--- src/rtl/pwm_capture_if.sv ---
// PWM capture bus: the measured PWM/direction inputs and the measurement results.
// The master side drives the PWM pair and consumes results; the slave side is the capture block.
interface pwm_capture_if #(
    parameter int unsigned CNT_W = 16
);
    logic             pwm_in;
    logic             dir_in;
    logic [CNT_W-1:0] high_cnt;
    logic [CNT_W-1:0] period_cnt;
    logic             dir_out;
    logic             meas_valid;
    logic             timeout;

    modport master (
        output pwm_in,
        output dir_in,
        input  high_cnt,
        input  period_cnt,
        input  dir_out,
        input  meas_valid,
        input  timeout
    );

    modport slave (
        input  pwm_in,
        input  dir_in,
        output high_cnt,
        output period_cnt,
        output dir_out,
        output meas_valid,
        output timeout
    );
endinterface

--- src/rtl/pwm_capture.sv ---
// PWM capture: measures high time and period of an asynchronous PWM input, rising edge to
// rising edge, and samples the direction input at the closing edge. Reports a stuck level
// when no edge is seen for TIMEOUT cycles.
// Optional glitch filter on the synchronised PWM input: define PWM_CAP_GLITCH_FILTER_EN.
module pwm_capture #(
    parameter int unsigned CNT_W    = 16,
    parameter int unsigned TIMEOUT  = 65535,
    parameter int unsigned FILT_LEN = 4
) (
    input  logic          clk,
    input  logic          rst,
    pwm_capture_if.slave  bus
);
    localparam int unsigned TmoW = $clog2(TIMEOUT + 1);
    localparam logic [CNT_W-1:0] CntMax = '1;

    typedef enum logic [1:0] {StIdle, StHigh, StLow} state_e;

    state_e           state_q, state_d;
    logic [1:0]       pwm_sync_q, dir_sync_q;
    logic             pwm_s, dir_s, pwm_f;
    logic             pwm_q;
    logic             rise, fall;
    logic [TmoW-1:0]  tmo_cnt_q, tmo_cnt_d;
    logic             tmo_hit;
    logic [CNT_W-1:0] hi_q, hi_d, lo_q, lo_d;
    logic [CNT_W-1:0] hi_inc, lo_inc;
    logic [CNT_W:0]   period_sum;
    logic [CNT_W-1:0] period_clamp;
    logic [CNT_W-1:0] high_cnt_q, high_cnt_d, period_cnt_q, period_cnt_d;
    logic             dir_out_q, dir_out_d;
    logic             valid_q, valid_d;
    logic             tmo_flag_q, tmo_flag_d;

    // Two-flop synchronisers for the asynchronous inputs
    always_ff @(posedge clk or negedge rst) begin
        if (!rst) begin
            pwm_sync_q <= '0;
            dir_sync_q <= '0;
        end else begin
            pwm_sync_q <= {pwm_sync_q[0], bus.pwm_in};
            dir_sync_q <= {dir_sync_q[0], bus.dir_in};
        end
    end

    assign pwm_s = pwm_sync_q[1];
    assign dir_s = dir_sync_q[1];

`ifdef PWM_CAP_GLITCH_FILTER_EN
    localparam int unsigned FiltW = $clog2(FILT_LEN + 1);

    logic             filt_q, filt_d;
    logic [FiltW-1:0] filt_cnt_q, filt_cnt_d;

    // Filtered level follows pwm_s only after FILT_LEN consecutive differing samples
    always_comb begin
        filt_d     = filt_q;
        filt_cnt_d = '0;
        if (pwm_s != filt_q) begin
            if (filt_cnt_q == FiltW'(FILT_LEN - 1)) begin
                filt_d = pwm_s;
            end else begin
                filt_cnt_d = filt_cnt_q + 1'b1;
            end
        end
    end

    // Glitch filter state
    always_ff @(posedge clk or negedge rst) begin
        if (!rst) begin
            filt_q     <= 1'b0;
            filt_cnt_q <= '0;
        end else begin
            filt_q     <= filt_d;
            filt_cnt_q <= filt_cnt_d;
        end
    end

    assign pwm_f = filt_q;
`else
    assign pwm_f = pwm_s;
`endif

    assign rise = pwm_f & ~pwm_q;
    assign fall = ~pwm_f & pwm_q;

    // Edge-free cycle counter; holds at the hit value so it cannot re-fire while idle
    always_comb begin
        tmo_hit = (tmo_cnt_q == TmoW'(TIMEOUT - 1));
        if (rise || fall) begin
            tmo_cnt_d = '0;
        end else if (tmo_hit) begin
            tmo_cnt_d = tmo_cnt_q;
        end else begin
            tmo_cnt_d = tmo_cnt_q + 1'b1;
        end
    end

    // Saturating accumulators and the clamped period sum
    always_comb begin
        hi_inc       = (hi_q == CntMax) ? hi_q : hi_q + 1'b1;
        lo_inc       = (lo_q == CntMax) ? lo_q : lo_q + 1'b1;
        period_sum   = {1'b0, hi_q} + {1'b0, lo_q};
        period_clamp = period_sum[CNT_W] ? CntMax : period_sum[CNT_W-1:0];
    end

    // Measurement FSM: next state, accumulators and result latching
    always_comb begin
        state_d      = state_q;
        hi_d         = hi_q;
        lo_d         = lo_q;
        high_cnt_d   = high_cnt_q;
        period_cnt_d = period_cnt_q;
        dir_out_d    = dir_out_q;
        valid_d      = 1'b0;
        tmo_flag_d   = tmo_flag_q;
        unique case (state_q)
            StIdle: begin
                if (rise) begin
                    state_d    = StHigh;
                    hi_d       = CNT_W'(1);
                    lo_d       = '0;
                    tmo_flag_d = 1'b0;
                end
            end
            StHigh: begin
                if (fall) begin
                    state_d = StLow;
                    lo_d    = CNT_W'(1);
                end else if (tmo_hit) begin
                    high_cnt_d   = pwm_f ? CntMax : '0;
                    period_cnt_d = '0;
                    dir_out_d    = dir_s;
                    valid_d      = 1'b1;
                    tmo_flag_d   = 1'b1;
                    state_d      = StIdle;
                end else begin
                    hi_d = hi_inc;
                end
            end
            StLow: begin
                if (rise) begin
                    high_cnt_d   = hi_q;
                    period_cnt_d = period_clamp;
                    dir_out_d    = dir_s;
                    valid_d      = 1'b1;
                    hi_d         = CNT_W'(1);
                    lo_d         = '0;
                    state_d      = StHigh;
                end else if (tmo_hit) begin
                    high_cnt_d   = pwm_f ? CntMax : '0;
                    period_cnt_d = '0;
                    dir_out_d    = dir_s;
                    valid_d      = 1'b1;
                    tmo_flag_d   = 1'b1;
                    state_d      = StIdle;
                end else begin
                    lo_d = lo_inc;
                end
            end
            default: state_d = StIdle;
        endcase
    end

    // State, accumulators and output registers
    always_ff @(posedge clk or negedge rst) begin
        if (!rst) begin
            state_q      <= StIdle;
            pwm_q        <= 1'b0;
            tmo_cnt_q    <= '0;
            hi_q         <= '0;
            lo_q         <= '0;
            high_cnt_q   <= '0;
            period_cnt_q <= '0;
            dir_out_q    <= 1'b0;
            valid_q      <= 1'b0;
            tmo_flag_q   <= 1'b0;
        end else begin
            state_q      <= state_d;
            pwm_q        <= pwm_f;
            tmo_cnt_q    <= tmo_cnt_d;
            hi_q         <= hi_d;
            lo_q         <= lo_d;
            high_cnt_q   <= high_cnt_d;
            period_cnt_q <= period_cnt_d;
            dir_out_q    <= dir_out_d;
            valid_q      <= valid_d;
            tmo_flag_q   <= tmo_flag_d;
        end
    end

    assign bus.high_cnt   = high_cnt_q;
    assign bus.period_cnt = period_cnt_q;
    assign bus.dir_out    = dir_out_q;
    assign bus.meas_valid = valid_q;
    // The rising edge that ends a stuck-level report clears the flag in its detection cycle
    assign bus.timeout    = tmo_flag_q & ~rise;
endmodule

--- src/flat_wrapper.sv ---
// flat-port wrapper written by rule: the top's interface ports become plain ports
module pwm_capture_flat 
#(
    parameter int unsigned CNT_W    = 16,
    parameter int unsigned TIMEOUT  = 65535,
    parameter int unsigned FILT_LEN = 4
)
  (clk, rst, bus_pwm_in, bus_dir_in, bus_high_cnt, bus_period_cnt, bus_dir_out, bus_meas_valid, bus_timeout);
  pwm_capture_if #(.CNT_W(CNT_W)) bus_i ();
  input  logic clk;
  input  logic rst;
  input wire logic [$bits(bus_i.pwm_in)-1:0] bus_pwm_in;
  input wire logic [$bits(bus_i.dir_in)-1:0] bus_dir_in;
  output wire logic [$bits(bus_i.high_cnt)-1:0] bus_high_cnt;
  output wire logic [$bits(bus_i.period_cnt)-1:0] bus_period_cnt;
  output wire logic [$bits(bus_i.dir_out)-1:0] bus_dir_out;
  output wire logic [$bits(bus_i.meas_valid)-1:0] bus_meas_valid;
  output wire logic [$bits(bus_i.timeout)-1:0] bus_timeout;
  assign bus_i.pwm_in = bus_pwm_in;
  assign bus_i.dir_in = bus_dir_in;
  assign bus_high_cnt = bus_i.high_cnt;
  assign bus_period_cnt = bus_i.period_cnt;
  assign bus_dir_out = bus_i.dir_out;
  assign bus_meas_valid = bus_i.meas_valid;
  assign bus_timeout = bus_i.timeout;
  pwm_capture #(.CNT_W(CNT_W), .TIMEOUT(TIMEOUT), .FILT_LEN(FILT_LEN)) u_core (.clk(clk), .rst(rst), .bus(bus_i));
endmodule
--- config.mk ---
export PLATFORM = sky130hd
export DESIGN_NAME = pwm_capture_flat
export DESIGN_NICKNAME = d
export VERILOG_FILES = /design/src/rtl/pwm_capture_if.sv /design/src/rtl/pwm_capture.sv /design/src/flat_wrapper.sv
export SDC_FILE = /design/constraint.sdc
export NUM_CORES = 1
export LEC_CHECK = 0
export ABC_AREA = 1
export CAP_MARGIN = 20
export CORE_UTILIZATION = 41
export CTS_CLUSTER_DIAMETER = 200
export DETAILED_ROUTE_END_ITERATION = 7
export PLACE_DENSITY = 0.62
export RECOVER_POWER = 25
export SLEW_MARGIN = 20
export SYNTH_ARGS = -nofsm -noshare
export SYNTH_HDL_FRONTEND = slang
export SYNTH_SLANG_ARGS = --single-unit
--- constraint.sdc ---
create_clock -name clk -period 2.85 [get_ports clk]
set_clock_uncertainty 0.2 [all_clocks]
set_input_delay 0.7125 -clock clk [delete_from_list [all_inputs] [get_ports clk]]
set_output_delay 0.7125 -clock clk [all_outputs]
set_load 0.01 [all_outputs]
* Word-level counts from Yosys, hierarchy flattened
Cells that the tools add are included.
Storage, ports and cells: logic and storage cells 88, memory bits (read-only) 0, memories kept 0, output and inout bits 35, latch bits 0, register bits after elaboration 90, bits of input ports 4, memory bits (writable) 0
Operators by class: eq/ne operators 15, muxes and demuxes 41, $lt $le $gt $ge 0, bitwise operators 6, divide/modulo/power cells 0, reductions and logical operators 10, add/subtract/negate cells 4, multipliers 0, shift-type cells 0
Operator list (count):
- two-way mux 16 bit | 19
- case mux 16 bit (2 select lines) | 3
- adder 16 x 1 -> 16 bit (second input constant) | 3
- == test 16 bit (second input constant) | 3
- case mux 16 bit (3 select lines) | 1
- adder 16 x 16 -> 17 bit | 1
- two-way mux 1 bit | 10
- inequality test 2 bit (second input constant) | 5
- AND reduction 5 bit | 2
- two-way mux 2 bit | 4
- inequality test 2 x 1 -> 1 bit (second input constant) | 3
- inequality test 3 x 2 -> 1 bit (second input constant) | 2
- case mux 2 bit (3 select lines) | 1
- case mux 1 bit (2 select lines) | 2
- AND reduction 4 bit | 1
- nonzero test 2 bit | 2
- bitwise AND 1 bit | 3
- NOT 1 bit | 3
- case mux 1 bit (3 select lines) | 1
- nonzero test 3 bit | 1
- == test 2 x 1 -> 1 bit (second input constant) | 1
- == test 2 bit (second input constant) | 1
- logical NOT 2 bit | 1
- AND reduction 2 bit | 1
- other kinds (2) | 2

* Depth between registers and ports, before layout
word-level depth 5, depth in mapped cells 13, gate-level depth less buffers 13

* Worst setup path before layout
OpenSTA, ideal clock, no wires.
path type register -> register, start register u_core.hi_q[0], end register u_core.period_cnt_q[10] (netlist: u_core.bus.period_cnt[10]), cell stages (with the launch flop) 11, data required time 2.533 ns, period minus slack after synthesis 2.213 ns, slack 0.637 ns, arrival 1.896 ns, library setup time 0.117 ns, path buffers 0, cell sequence dfrtp_1 > ha_1 > fa_1 > nand2_1 > a21oi_1 > nand2_1 > nand2_1 > a21oi_1 > nand3_1 > nand2_1 > nand2_1
On the way: word-level cells in the longest chain between the ends 4
RTL lines:
- from (decl) | RTL line pwm_capture.sv:26 | logic [CNT_W-1:0] hi_q, hi_d, lo_q, lo_d;
- from (signal assigned) | RTL line pwm_capture.sv:182 | hi_q <= hi_d;
- adder 16 x 16 -> 17 bit | RTL line pwm_capture.sv:103 | period_sum = {1'b0, hi_q} + {1'b0, lo_q};
- two-way mux 16 bit | RTL line pwm_capture.sv:104 | period_clamp = period_sum[CNT_W] ? CntMax : period_sum[CNT_W-1:0];
- two-way mux 16 bit | RTL line pwm_capture.sv:142 | if (rise) begin
- case mux 16 bit (2 select lines) | RTL line pwm_capture.sv:117 | unique case (state_q)
- to (signal assigned) | RTL line pwm_capture.sv:185 | period_cnt_q <= period_cnt_d;
- to (decl) | RTL line pwm_capture.sv:30 | logic [CNT_W-1:0] high_cnt_q, high_cnt_d, period_cnt_q, period_cnt_d;
Every way passes these cells. A chain may end at the register's enable or synchronous reset.

* Worst setup path in the final report
start register u_core.pwm_sync_q[1], end output port bus_timeout
On the way: word-level cells in the longest chain between the ends 3
RTL lines:
- from (decl) | RTL line pwm_capture.sv:20 | logic [1:0] pwm_sync_q, dir_sync_q;
- from (signal assigned) | RTL line pwm_capture.sv:41 | pwm_sync_q <= {pwm_sync_q[0], bus.pwm_in};
- bitwise AND 1 bit | RTL line pwm_capture.sv:84 | assign rise = pwm_f & ~pwm_q;
- NOT 1 bit | RTL line pwm_capture.sv:197 | assign bus.timeout = tmo_flag_q & ~rise;
- bitwise AND 1 bit | RTL line pwm_capture.sv:197
- to (decl) | RTL line flat_wrapper.sv:18 | output wire logic [$bits(bus_i.timeout)-1:0] bus_timeout;
Every way passes these cells.

==> flow_summary.toml <==
[run_status]
status = "finished, violations left"
violations = "max-capacitance violations, max-slew violations"

[power_and_ir_drop]
intPower_mw = 2.68
clkPwrFrac_pct = 31.7
switching_share_pct = 34.6
power_density_nw_per_um2 = 605
ir_worst_vdd_uv = 280
seq_power_share_pct = 38.6
leakage_nw = 3.46
combPwrFrac_pct = 29.7
fin_total_pwr_mw = 4.09
p_sw_mw = 1.42

[critical_path]
arrival_ns = 1.75
crit_fanout = 4
crit_required_ns = 1.94
worstSetupPathType = "reg -> out"
worst_setup_path_end_kind = "primary output"
start_kind = "flip-flop"

[route]
vias = 5169
drt-initial-drc-count = 336
viasPerCell = 4.89
wl_per_cell_microns = 12.8
ant_nets = 0
finalWirelength_mm = 13.5
drc = 0
dr.pass1.iters = 5

[synth]
syn_area_per_cell_sq_um = 7.04
synth_edf_count = 0
async_reset_ff_share_pct = 100
synthFlopType = "dfrtp_1"
synth_seq_cells = 90
ys_types = 40
syn-num-nets = 859
seq_area_frac_synth_pct = 38.6
syn_area_sq_um = 5830
yosysWarningCount = 0
synthCells = 828

[sta]
maxSlewHeadroom_pct = -14.4
final.setup.tns_ns = 0
max_freq_ghz = 0.376
finalHoldViolCount = 0
fin_crit_sh_pct = 93.4
period_needed_ns = 2.66
tightestPinTransition_ns = 1.72
slew_viol_final = 30
rsz0062_at_grt = "false"
setup_viol = 0

[die]
fp.dieW_microns = 121
rows = 43
die_y_microns = 121
core_area_sq_um = 13900
dieArea_sq_um = 14700
io_pins = 39
start_util_pct = 42.0

[global_routing]
grt_overflow = 0
grt_pass1_vias = 4816
antenna_found_initial = 0
grt_max_degree = 42
track_usage_pct = 20.2
grt_pass1_wl_mm = 23.5

[cts]
cts_hold_buf = 0
clock_path_buffers = 2
ctsResizeCount = 0
cts_root_buffer = "clkbuf_16"
postCtsSetupRepairBufs = 0
cts_made_buffers = 9
htree_levels = 3
clock_latency_ns = 0.35
cts.sinks = 90
cts.clk_slew.worst_paths_ns = 0.07
cts_tree = "done"

[layout]
layout.nets = 903
antennaDiodeCount = 0
design_area_sq_um = 6770
area_growth_pct = 16.0
layout-drive-gt1-share_pct = 5.82

[run]
drv_cap = 1

[placement]
port_buffers = 38
gp_congestion = 0.865
hpwl_mm = 10.4
postPlaceCellArea_sq_um = 6440

[worst_hold_path]
worstHoldPathType = "reg -> reg"
## power groups by stage
stage | Sequential, mW | Combinational (mW) | Clock [mW]
2_1_floorplan | 1.63 | 0.734 | 0
3_3_place_gp | 1.60 | 1.22 | 0
3_5_place_dp | 1.61 | 1.22 | 0
4_1_cts | 1.58 | 1.22 | 1.33
5_1_grt | 1.61 | 1.38 | 1.38
6_report | 1.58 | 1.21 | 1.30
## worst max-delay path, stage by stage, from the launching register on
cell	delay, ns
dfrtp_1	0.41
ha_1	0.26
nor2_1	0.17
clkdlybuf4s50_1	0.56
## synthesized netlist by cell type, types with 5 or more instances
| master | n | area, sq um |
|---|---|---|
| nand2_1 | 278 | 1040 |
| inv_1 | 107 | 402 |
| dfrtp_1 | 90 | 2250 |
| nor2_1 | 79 | 297 |
| nand3_1 | 56 | 280 |
| xor2_1 | 30 | 263 |
| o21ai_0 | 29 | 145 |
| ha_1 | 26 | 325 |
| a21oi_1 | 19 | 95.1 |
| nor3_1 | 18 | 90.1 |
| o21ai_1 | 17 | 85.1 |
| nand4_1 | 12 | 75.1 |
| o31ai_1 | 8 | 60.1 |
| inv_2 | 7 | 26.3 |
| clkbuf_1 | 6 | 22.5 |
| buf_2 | 5 | 25.0 |
## per-layer routing
| metal | wire, microns | global-route usage, % | part of all wire [%] | up-vias |
|---|---|---|---|---|
| met1 | 6640 | 27.8 | 49 | 2356 |
| met4 | 296 | 7.95 | 2.2 | 0 |
| met5 | 0 | 0 | 0 | - |
| met2 | 6180 | 31.9 | 46 | 82 |
| li1 | - | - | - | 2709 |
| met3 | 430 | 3.01 | 3.2 | 22 |
## kinds of logic (layout without fill, tap and decap cells)
logic type	count (synthesis)	count (layout)	synth area share [%]
AOI/OAI and AO/OA	89	89	8.75
xor gates and xnor gates	31	31	4.66
adders and majority gates	27	27	5.92
buffers and inverters	130	179	8.75
DFF	90	90	38.6
and+or+nand+nor	461	461	33.3
## state kept, by name, indices dropped and copies added, names as in the netlist
signal,count
u_core.bus.high_cnt,16
u_core.bus.period_cnt,16
u_core.hi_q,16
u_core.lo_q,16
u_core.tmo_cnt_q,16
u_core.dir_sync_q,2
u_core.pwm_sync_q,2
u_core.state_q,2
u_core.bus.dir_out,1
u_core.bus.meas_valid,1
u_core.pwm_q,1
u_core.tmo_flag_q,1
## worst paths after layout
check	startpoint	endpoint	slack [ns]	depth (start not counted)
setup / recovery	u_core.pwm_sync_q[1]	bus_timeout	0.19	3
hold / removal	u_core.dir_sync_q[0]	u_core.dir_sync_q[1]	0.15	0
setup reg to reg	u_core.hi_q[0]	u_core.bus.period_cnt[2]	0.42	10
hold reg to reg	u_core.dir_sync_q[0]	u_core.dir_sync_q[1]	0.15	0
max in group asynchronous	rst	u_core.tmo_cnt_q[11]	0.75	2
min in group asynchronous	rst	u_core.bus.high_cnt[4]	0.61	1
## layout by cell type, fill, tap and decap left out, types with 4 or more instances in the layout
cell type,count
nand2_1,278
inv_1,107
dfrtp_1,90
nor2_1,79
nand3_1,56
clkdlybuf4s50_1,35
xor2_1,30
o21ai_0,29
ha_1,26
a21oi_1,19
nor3_1,18
o21ai_1,17
nand4_1,12
clkbuf_16,9
buf_4,9
o31ai_1,8
inv_2,7
nand2_2,4
a21oi_2,4
## final cells by class
class / count / area [sq um]
Multi-Input combinational cell: 608 / 3070
Clock inverter: 7 / 98.8
Tap cell: 180 / 225
Fill cell: 1391 / 7120
Timing Repair Buffer: 48 / 462
Sequential cell: 90 / 2250
Clock buffer: 9 / 225
Inverter: 115 / 433
## stage by stage
step | hold WS, ns | util (%) | worst slack, ns | instances
floorplan | 0.131 | - | 0.637 | 828
global placement | 0.137 | 46.4 | 0.524 | 1041
detailed placement | 0.141 | 46.4 | 0.415 | 1041
CTS | 0.103 | 48.8 | 0.156 | 1057
global route | 0.160 | 48.7 | 0.102 | 1057
finish | 0.152 | 48.7 | 0.189 | 1057
Note: power is estimated with default switching activity, not from simulation.
==> RTL change, RTL diff (config.mk and constraints unchanged) <==
`TIMEOUT` is set to 65535 in 2 places; all go to 32767.
--- a/src/rtl/pwm_capture.sv
+++ b/src/rtl/pwm_capture.sv
@@ -4,7 +4,7 @@
 // Optional glitch filter on the synchronised PWM input: define PWM_CAP_GLITCH_FILTER_EN.
 module pwm_capture #(
     parameter int unsigned CNT_W    = 16,
-    parameter int unsigned TIMEOUT  = 65535,
+    parameter int unsigned TIMEOUT  = 32767,
     parameter int unsigned FILT_LEN = 4
 ) (
     input  logic          clk,
--- a/src/flat_wrapper.sv
+++ b/src/flat_wrapper.sv
@@ -2,7 +2,7 @@
 module pwm_capture_flat 
 #(
     parameter int unsigned CNT_W    = 16,
-    parameter int unsigned TIMEOUT  = 65535,
+    parameter int unsigned TIMEOUT  = 32767,
     parameter int unsigned FILT_LEN = 4
 )
   (clk, rst, bus_pwm_in, bus_dir_in, bus_high_cnt, bus_period_cnt, bus_dir_out, bus_meas_valid, bus_timeout);
Function: no difference found for any inputs over 10 cycles, from zero or initial values and one cycle with rst low; that may be too few to reach the edited logic, so the function may still have changed.
==> RTL change against the original RTL <==
The run still ends with max-capacitance violations, max-slew violations left; area after synthesis shrank 0.51%; design area down 1.1%; register-to-register slack worse by 110 ps; routed wire length up 1.2%; count of clock-buffer cells in the layout is 1 higher; power down 6.3%; sequential cell count shrank 1; sequential power down 3%; utilization is 0.34 points lower; maximum frequency is 0.44% higher; setup slack gained 12 ps; critical path type unchanged; critical endpoint unchanged.
==> RTL change: results (changes against the original RTL) <==
Run status
  • Status: finished with violations (unchanged)
  • Violated checks: max-capacitance violations, max-slew violations (unchanged)

Global route
  • Vias in the first global route: 4878 (was 4816)
  • Total GRT Usage: 20.2% (about the same)
  • Largest net degree at the start of global routing: 35 (was 42)
  • First-pass GRT wire length: 23300 um (was 23500 um)
  • Initial antenna violation count: 0 (unchanged)

STA
  • Slew Limit Fails: 35 (was 30)
  • Worst slew pin tran: 1800 ps (was 1720 ps)

Clock network
  • Post-CTS sizing: 0 (unchanged)
  • CTS buffer count: 9 (unchanged)
  • Clk buf depth: 2 (unchanged)
  • Worst-path clk slew: 70 ps (about the same)
  • Clk Latency, worst-skew pair: 340 ps
  • Postcts setup bufs: 0 (unchanged)
  • Root Driver: clkbuf_16 (unchanged)
  • H-tree levels: 3 (unchanged)

Routing
  • Post-DR vias/cell: 4.89 (about the same)
  • Routed WL per cell: 12.8 um (about the same)
  • Final ANT Viol Nets: 0 (unchanged)
  • DRT iter0 DRCs: 404 (was 336)
  • TritonRoute pass-1 iters: 5 (unchanged)

Synth
  • Seq/Total Area, Yosys: 38.4% (was 38.6%)
  • Distinct cell type count after synthesis: 36 (was 40)
  • Net count after synthesis: 873 (was 859)
  • Ys async rst share: 100% (unchanged)
  • Post-synth top cells: nand2_1, inv_1, dfrtp_1 (unchanged)
  • Synth Warn #: 0 (unchanged)
  • Synth top area cells: dfrtp_1, nand2_1, inv_1, ha_1, nand3_1 (was dfrtp_1, nand2_1, inv_1, ha_1, nor2_1)

Critical path
  • Critical path data arrival time: between 1500 and 2000 ps
  • Worst-path fanout max: 6 (was 4)

Placed design
  • Gpl congestion: 0.945 (was 0.865)
  • Port bufs: 38 (unchanged)
  • Detail Placement HPWL: 10500 um (was 10400 um)
  • Dpl ws: 356 ps (was 415 ps)

Layout
  • Ant. Diodes: 0 (unchanged)
  • # nets final: 920 (was 903)
  • Share of cells above drive strength 1: 6.49% (was 5.82%)

Job
  • Max-cap violations: 1 (unchanged)

Power and ir drop
  • Pleak: 3.38 nW (was 3.46 nW)
  • Switch share: 35.7% (was 34.6%)
  • Worst VDD drop: 0.309 mV (was 0.280 mV)

Worst hold path
  • Worst hold path class: reg -> reg (unchanged)
## RTL change: power by group through the flow
| stage | Clock, mW | Sequential (mW) | Combinational, mW |
|---|---|---|---|
| after floorplan | 0 | 1.59 | 0.712 |
| after global placement | 0 | 1.56 | 1.16 |
| after detailed placement | 0 | 1.56 | 1.16 |
| after CTS | 1.17 | 1.54 | 1.17 |
| after global routing | 1.21 | 1.56 | 1.32 |
| final | 1.13 | 1.54 | 1.16 |
## RTL change: final cells by class
| cell class | count | area [um2] |
|---|---|---|
| Inverter | 129 | 484 |
| Fill cell | 1393 | 7130 |
| Tap cell | 180 | 225 |
| Clock inverter | 5 | 40.0 |
| Multi-Input combinational cell | 608 | 3000 |
| Timing Repair Buffer | 52 | 479 |
| Clock buffer | 10 | 239 |
| Sequential cell | 89 | 2230 |
## RTL change: worst paths after layout
kind	slack [ps]	from	cells after the start	endpoint
max	200	u_core.pwm_sync_q[1]	3	bus_timeout
min	150	u_core.dir_sync_q[0]	0	u_core.dir_sync_q[1]
max reg2reg	310	u_core.state_q[1]	11	u_core.lo_q[9]
min reg2reg	150	u_core.dir_sync_q[0]	0	u_core.dir_sync_q[1]
max in group asynchronous	410	rst	2	u_core.pwm_q
min in group asynchronous	640	rst	1	u_core.bus.period_cnt[6]
## RTL change: kinds of logic after synthesis
logic type,count (synthesis),share of synthesized area [%]
and+or+nand+nor,472,34.3
buffers and inverters,145,9.94
AOI/OAI and AO/OA,93,9.04
DFF,89,38.4
adders and majority gates,27,5.95
xor gates and xnor gates,16,2.42
## RTL change: metal layers
metal | up-vias | track usage [%] | wire length, um
met3 | 15 | 3.99 | 500
met1 | 2397 | 26.9 | 6760
met4 | 0 | 6.02 | 197
met5 | - | 0 | 0
met2 | 101 | 32.9 | 6260
li1 | 2739 | - | -
## RTL change: critical path, stage by stage (launching register included)
cell,delay (ps)
dfrtp_1,410
ha_1,260
nor2_1,160
clkdlybuf4s50_1,570
## RTL change: per-stage QoR
stage                     instances  area, um2  power, mW
final                          1073       6690       3.83
after global routing           1073       6690       4.10
after CTS                      1073       6710       3.88
after detailed placement       1058       6430       2.73
after global placement         1058       6430       2.72
after floorplan                 842       5800       2.30
